==> src/rtl/hex_display_pkg.sv <==
// Shared constants and the active-low seven-segment decode table for the
// hex display blocks.
package hex_display_pkg;

  localparam logic [6:0] SEG_BLANK  = 7'h7F;
  localparam int         NUM_DIGITS = 8;

  // Segment order is {g,f,e,d,c,b,a}; a 0 lights the segment.
  function automatic logic [6:0] hex2seg(input logic [3:0] hex);
    logic [6:0] seg;
    case (hex)
      4'h0:    seg = 7'h40;
      4'h1:    seg = 7'h79;
      4'h2:    seg = 7'h24;
      4'h3:    seg = 7'h30;
      4'h4:    seg = 7'h19;
      4'h5:    seg = 7'h12;
      4'h6:    seg = 7'h02;
      4'h7:    seg = 7'h78;
      4'h8:    seg = 7'h00;
      4'h9:    seg = 7'h10;
      4'hA:    seg = 7'h08;
      4'hB:    seg = 7'h03;
      4'hC:    seg = 7'h46;
      4'hD:    seg = 7'h21;
      4'hE:    seg = 7'h06;
      4'hF:    seg = 7'h0E;
      default: seg = SEG_BLANK;
    endcase
    return seg;
  endfunction

endpackage

==> src/rtl/hex_to_seg.sv <==
// Combinational nibble-to-segment decoder, shared with the single-digit labs.
module hex_to_seg
  import hex_display_pkg::*;
(
  input  logic [3:0] hex,
  output logic [6:0] seg
);

  assign seg = hex2seg(hex);

endmodule

==> src/rtl/hex_scan_display.sv <==
// Eight-digit multiplexed hex display; updates are staged and swapped into
// the shadow frame only at the digit 7 -> 0 boundary so frames never tear.
module hex_scan_display
  import hex_display_pkg::*;
#(
  parameter int DIGIT_PERIOD_CYC = 50000
) (
  input  logic        clk_i,
  input  logic        arstn_i,
  input  logic [31:0] data_i,
  input  logic [7:0]  mask_i,
  input  logic [7:0]  dp_i,
  input  logic        upd_i,
  output logic        busy_o,
  output logic [7:0]  an_o,
  output logic [6:0]  seg_o,
  output logic        dp_o
);

  localparam int              CNT_W   = (DIGIT_PERIOD_CYC > 1) ? $clog2(DIGIT_PERIOD_CYC) : 1;
  localparam logic [CNT_W-1:0] CNT_MAX = CNT_W'(DIGIT_PERIOD_CYC - 1);

  logic [CNT_W-1:0] tick_cnt_r;
  logic [2:0]       idx_r;
  logic [31:0]      stage_data_r;
  logic [7:0]       stage_mask_r;
  logic [7:0]       stage_dp_r;
  logic             pending_r;
  logic [31:0]      shadow_data_r;
  logic [7:0]       shadow_mask_r;
  logic [7:0]       shadow_dp_r;
  logic [7:0]       an_r;
  logic [6:0]       seg_r;
  logic             dp_r;

  logic             tick_s;
  logic             swap_s;
  logic [3:0]       nibble_s;
  logic [6:0]       dec_seg_s;
  logic [7:0]       an_nxt_s;
  logic [6:0]       seg_nxt_s;
  logic             dp_nxt_s;

  assign tick_s   = (tick_cnt_r == CNT_MAX);
  assign swap_s   = tick_s && (idx_r == 3'd7) && pending_r;
  assign nibble_s = shadow_data_r[{idx_r, 2'b00} +: 4];

  // Digit dwell counter; tick marks the last cycle of each digit.
  always_ff @(posedge clk_i or negedge arstn_i) begin
    if (!arstn_i) begin
      tick_cnt_r <= '0;
    end else if (tick_s) begin
      tick_cnt_r <= '0;
    end else begin
      tick_cnt_r <= tick_cnt_r + CNT_W'(1);
    end
  end

  // Scan index advances once per digit period, wrapping 7 -> 0.
  always_ff @(posedge clk_i or negedge arstn_i) begin
    if (!arstn_i) begin
      idx_r <= 3'd0;
    end else if (tick_s) begin
      idx_r <= idx_r + 3'd1;
    end
  end

  // Staging capture; a new strobe always wins over a simultaneous swap.
  always_ff @(posedge clk_i or negedge arstn_i) begin
    if (!arstn_i) begin
      stage_data_r <= 32'h0;
      stage_mask_r <= 8'h00;
      stage_dp_r   <= 8'h00;
      pending_r    <= 1'b0;
    end else begin
      if (upd_i) begin
        stage_data_r <= data_i;
        stage_mask_r <= mask_i;
        stage_dp_r   <= dp_i;
      end
      if (upd_i) begin
        pending_r <= 1'b1;
      end else if (swap_s) begin
        pending_r <= 1'b0;
      end
    end
  end

  // Shadow frame loads from staging only at the frame boundary.
  always_ff @(posedge clk_i or negedge arstn_i) begin
    if (!arstn_i) begin
      shadow_data_r <= 32'h0;
      shadow_mask_r <= 8'h00;
      shadow_dp_r   <= 8'h00;
    end else if (swap_s) begin
      shadow_data_r <= stage_data_r;
      shadow_mask_r <= stage_mask_r;
      shadow_dp_r   <= stage_dp_r;
    end
  end

  hex_to_seg u_dec (
    .hex (nibble_s),
    .seg (dec_seg_s)
  );

  // Next output pattern for the digit currently selected by idx.
  always_comb begin
    an_nxt_s  = 8'hFF;
    seg_nxt_s = SEG_BLANK;
    dp_nxt_s  = 1'b1;
    if (shadow_mask_r[idx_r]) begin
      an_nxt_s  = ~(8'b1 << idx_r);
      seg_nxt_s = dec_seg_s;
      dp_nxt_s  = ~shadow_dp_r[idx_r];
    end else begin
      an_nxt_s  = 8'hFF;
      seg_nxt_s = SEG_BLANK;
      dp_nxt_s  = 1'b1;
    end
  end

  // Output flops keep the pins glitch-free.
  always_ff @(posedge clk_i or negedge arstn_i) begin
    if (!arstn_i) begin
      an_r  <= 8'hFF;
      seg_r <= SEG_BLANK;
      dp_r  <= 1'b1;
    end else begin
      an_r  <= an_nxt_s;
      seg_r <= seg_nxt_s;
      dp_r  <= dp_nxt_s;
    end
  end

  assign an_o   = an_r;
  assign seg_o  = seg_r;
  assign dp_o   = dp_r;
  assign busy_o = pending_r;

endmodule

==> config.mk <==
export PLATFORM = sky130hd
export DESIGN_NAME = hex_scan_display
export DESIGN_NICKNAME = d
export VERILOG_FILES = /design/src/rtl/hex_display_pkg.sv /design/src/rtl/hex_to_seg.sv /design/src/rtl/hex_scan_display.sv
export SDC_FILE = /design/constraint.sdc
export NUM_CORES = 1
export LEC_CHECK = 0
export ABC_CLOCK_PERIOD_IN_PS = 4200
export BUFFER_PORTS_ARGS = -buffer_cell sky130_fd_sc_hd__buf_2
export CORE_ASPECT_RATIO = 1.75
export CORE_MARGIN = 2
export CORE_UTILIZATION = 40
export CTS_CLUSTER_SIZE = 12
export DETAILED_ROUTE_END_ITERATION = 10
export PLACE_DENSITY = 0.69
export SETUP_SLACK_MARGIN = 0.3
export SLEW_MARGIN = 10
export SYNTH_ARGS = -nofsm -noshare
export SYNTH_HDL_FRONTEND = slang
export SYNTH_SLANG_ARGS = --single-unit
==> constraint.sdc <==
create_clock -name clk_i -period 4.2 [get_ports clk_i]
set_input_delay 0 -clock clk_i [delete_from_list [all_inputs] [get_ports clk_i]]
set_output_delay 0 -clock clk_i [all_outputs]
set_load 0.005 [all_outputs]
==> results.ini <==
[run_status]
status=complete, no violations

[setup_path]
cp-endpoint=seg_o[3]
crit_family=multiplexers
cp_cell_sequence=mux4_2, mux2i_1, inv_1, ha_1, and3_1, a2111oi_1, a31oi_1
path_buf_inv=1
reg2reg_slack_ns=1.32
cpPeakStageDelay_ns=0.70
crit_fanout=11
cp-end-kind=register
slowest_stage=dfrtp_1
cp-startpoint=idx_r[0]
r2r-end=seg_o[3]
worstRegToRegCells=7
critPathArrivalTime_ns=3.19
path_class=register to register
path_depth=7
reg2reg_from=idx_r[0]
required_ns=4.51
crit_path_start_kind=register

[placement]
port_buffers=67
gp_congestion=0.826
dp.cells=627
dpl.hpwl_um=7390

[layout]
diodes=0
layout_common_cells=dfrtp_1 (116), mux2_2 (100), buf_2 (66)
layout_commonest_cell=dfrtp_1
nNetsFinal=579
drive_gt1_share_pct=44.3
stdcell_count=708
area_delta_synth_final_pct=28.5

[power_and_ir_drop]
clkPwrFrac_pct=53.8
p_sw_w=0.000613
p_int_w=0.00261
powerDensity_nw_per_um2=436
p_leak_nw=3.38
pwr-share-comb_pct=4.5
vdd_drop_max_mv=0.249
p_seq_share_pct=41.7
p_sw_share_pct=19.0

[global_routing]
gr-total-overflow=0
first_global_vias=3755
grt_max_degree=50
grt_usage_pct=15.3
grt_first_pass_wirelength_um=18100
antenna_found_initial=0

[die]
die_h_um=163
rows=58
dieArea_um2=15400
floorplan.initialDensity_pct=40.5
core-area_um2=14200
io_pins=68
die_w_um=94.7

[synth]
yosysWarnings=0
synth_top_area_share_pct=50.4
ys_ff_latch=132
synth_cell_types=51
syn_area_um2=5760
syn_avg_cell_area_um2=14.6
synth_edf_count=0
yosysTopAreaCell=dfrtp_1
synthArstFlopShare_pct=100
yosysSeqAreaShare_pct=57.7
syn_inst=394
synth_nets=458
ys_top_cells_by_area=dfrtp_1 (50%), mux2_2 (20%), dfstp_2 (7.3%)
ys_dominant_reg_cell=dfrtp_1

[route]
antenna_left=0
drc=0
drt_pass1_iterations=4
viasPerCell=4.93
drt_wl_total_um=10600
wl_per_cell_um=15.0
dr.first_iter.drc_count=101
via_count=3487

[sta]
finalSetupViolations=0
period_share_pct=68.6
tightestPinTransition_ns=1.12
rsz0062_at_grt=false
maxSlewHeadroom_pct=25.5
finalCriticalPeriod_ns=2.88
fmax_mhz=347
slew_violations=0
hold_viol=0
fin_worst_skew_ns=0.00847
tns_ns=0

[clocking]
h-tree-depth=4
cts.sinks=132
cts-root-buf=clkbuf_16
cts_resized=0
tritoncts=yes
cts_max_path_buffers=2
clock_latency_ns=0.41
path_clk_slew_ns=0.05
numCtsBuffers=17

[run]
maxCapViolCount=0

[min_path]
hp-class=input port to asynchronous set/reset pin

-- per-stage QoR --
step	area, um^2	hold WS, ns	setup slack [ns]	utilization [%]	power (W)
5_1_grt	7410	0.189	1.08	52.1	0.00334
4_1_cts	7410	0.136	1.31	52.1	0.00327
3_5_place_dp	6210	0.0376	1.35	43.7	0.00148
2_1_floorplan	5760	-0.296	1.72	-	0.00141
6_report	7410	0.128	1.32	52.1	0.00323
3_3_place_gp	6210	0.0229	1.50	43.7	0.00147
-- power by group through the flow --
stage                     Clock [W]  Sequential, W  Combinational, W
after floorplan                   0        0.00136         0.0000557
after global routing        0.00183        0.00135          0.000160
after global placement            0        0.00137          0.000107
after detailed placement          0        0.00137          0.000112
after CTS                   0.00177        0.00135          0.000147
final                       0.00174        0.00135          0.000144
-- repair_timing --
item,4_1_cts,5_1_grt
endpoints found under the hold margin,93,0
setup buffers,0,0
hold buffers,49,0
-- registers in the layout, summed over array words and instances (netlist names) --
register       count
stage_mask_r       8
busy_o             1
shadow_dp_r        8
an_o               8
shadow_data_r     32
idx_r              3
seg_o              7
stage_data_r      32
dp_o               1
tick_cnt_r        16
shadow_mask_r      8
stage_dp_r         8
-- worst reg2reg max path, delay by kind of cell, from the launching register on --
kind            cells  cell delay [ns]
compound gates      2             0.44
fa+ha+maj           1             0.28
buf+inv             1             0.18
flops               1             0.70
mux                 2             1.03
simple gates        1             0.15
-- Yosys cell counts, types with 2 or more instances --
master / instances
inv_2: 2
mux2i_1: 6
and4_1: 2
dfstp_2: 16
nand2b_1: 2
mux2_2: 100
a31oi_1: 3
mux4_2: 5
dfrtp_1: 116
nand2_1: 20
xnor2_1: 5
a21oi_1: 4
nand3_1: 5
inv_1: 5
nor2_1: 17
buf_4: 3
buf_1: 4
mux4_1: 4
and3_1: 4
mux2_4: 2
nand4_1: 4
o21ai_0: 6
nor2b_1: 2
ha_1: 13
nor3_1: 4
xor2_1: 9
clkbuf_1: 2
buf_6: 5
nor4_1: 2
-- worst min path at each step --
stage | from | endpoint | depth (start not counted)
floorplan | arstn_i | busy_o | 0
global placement | arstn_i | stage_dp_r[3] | 1
detailed placement | arstn_i | stage_dp_r[3] | 1
CTS | arstn_i | stage_dp_r[3] | 2
global route | arstn_i | stage_mask_r[6] | 2
finish | arstn_i | stage_mask_r[6] | 2
-- metal layers --
layer / global-route usage (%) / wire [um]
met3: 3.61 / 325
met1: 18.0 / 4430
met4: 6.52 / 219
met5: 0 / 0
met2: 26.4 / 5670
-- cells by family after synthesis --
family | Yosys count | share of synthesized area, %
AO/OA/AOI/OAI | 25 | 3.34
flip-flops | 132 | 57.7
adder cells (fa/ha/maj) | 13 | 2.82
buffers and inverters | 24 | 2.89
XOR/XNOR | 14 | 2.13
multiplexers | 119 | 25.5
AND/OR/NAND/NOR | 67 | 5.71
-- final cells by class --
cell class	count	area, um^2
sequential	132	3320
multi-input combinational	238	2270
inverter	7	26.3
clock inverter	13	253
fill	1253	6820
tap	180	225
clock buffer	19	453
timing repair buffer	119	851
Note: power is estimated with default switching activity, not from simulation.
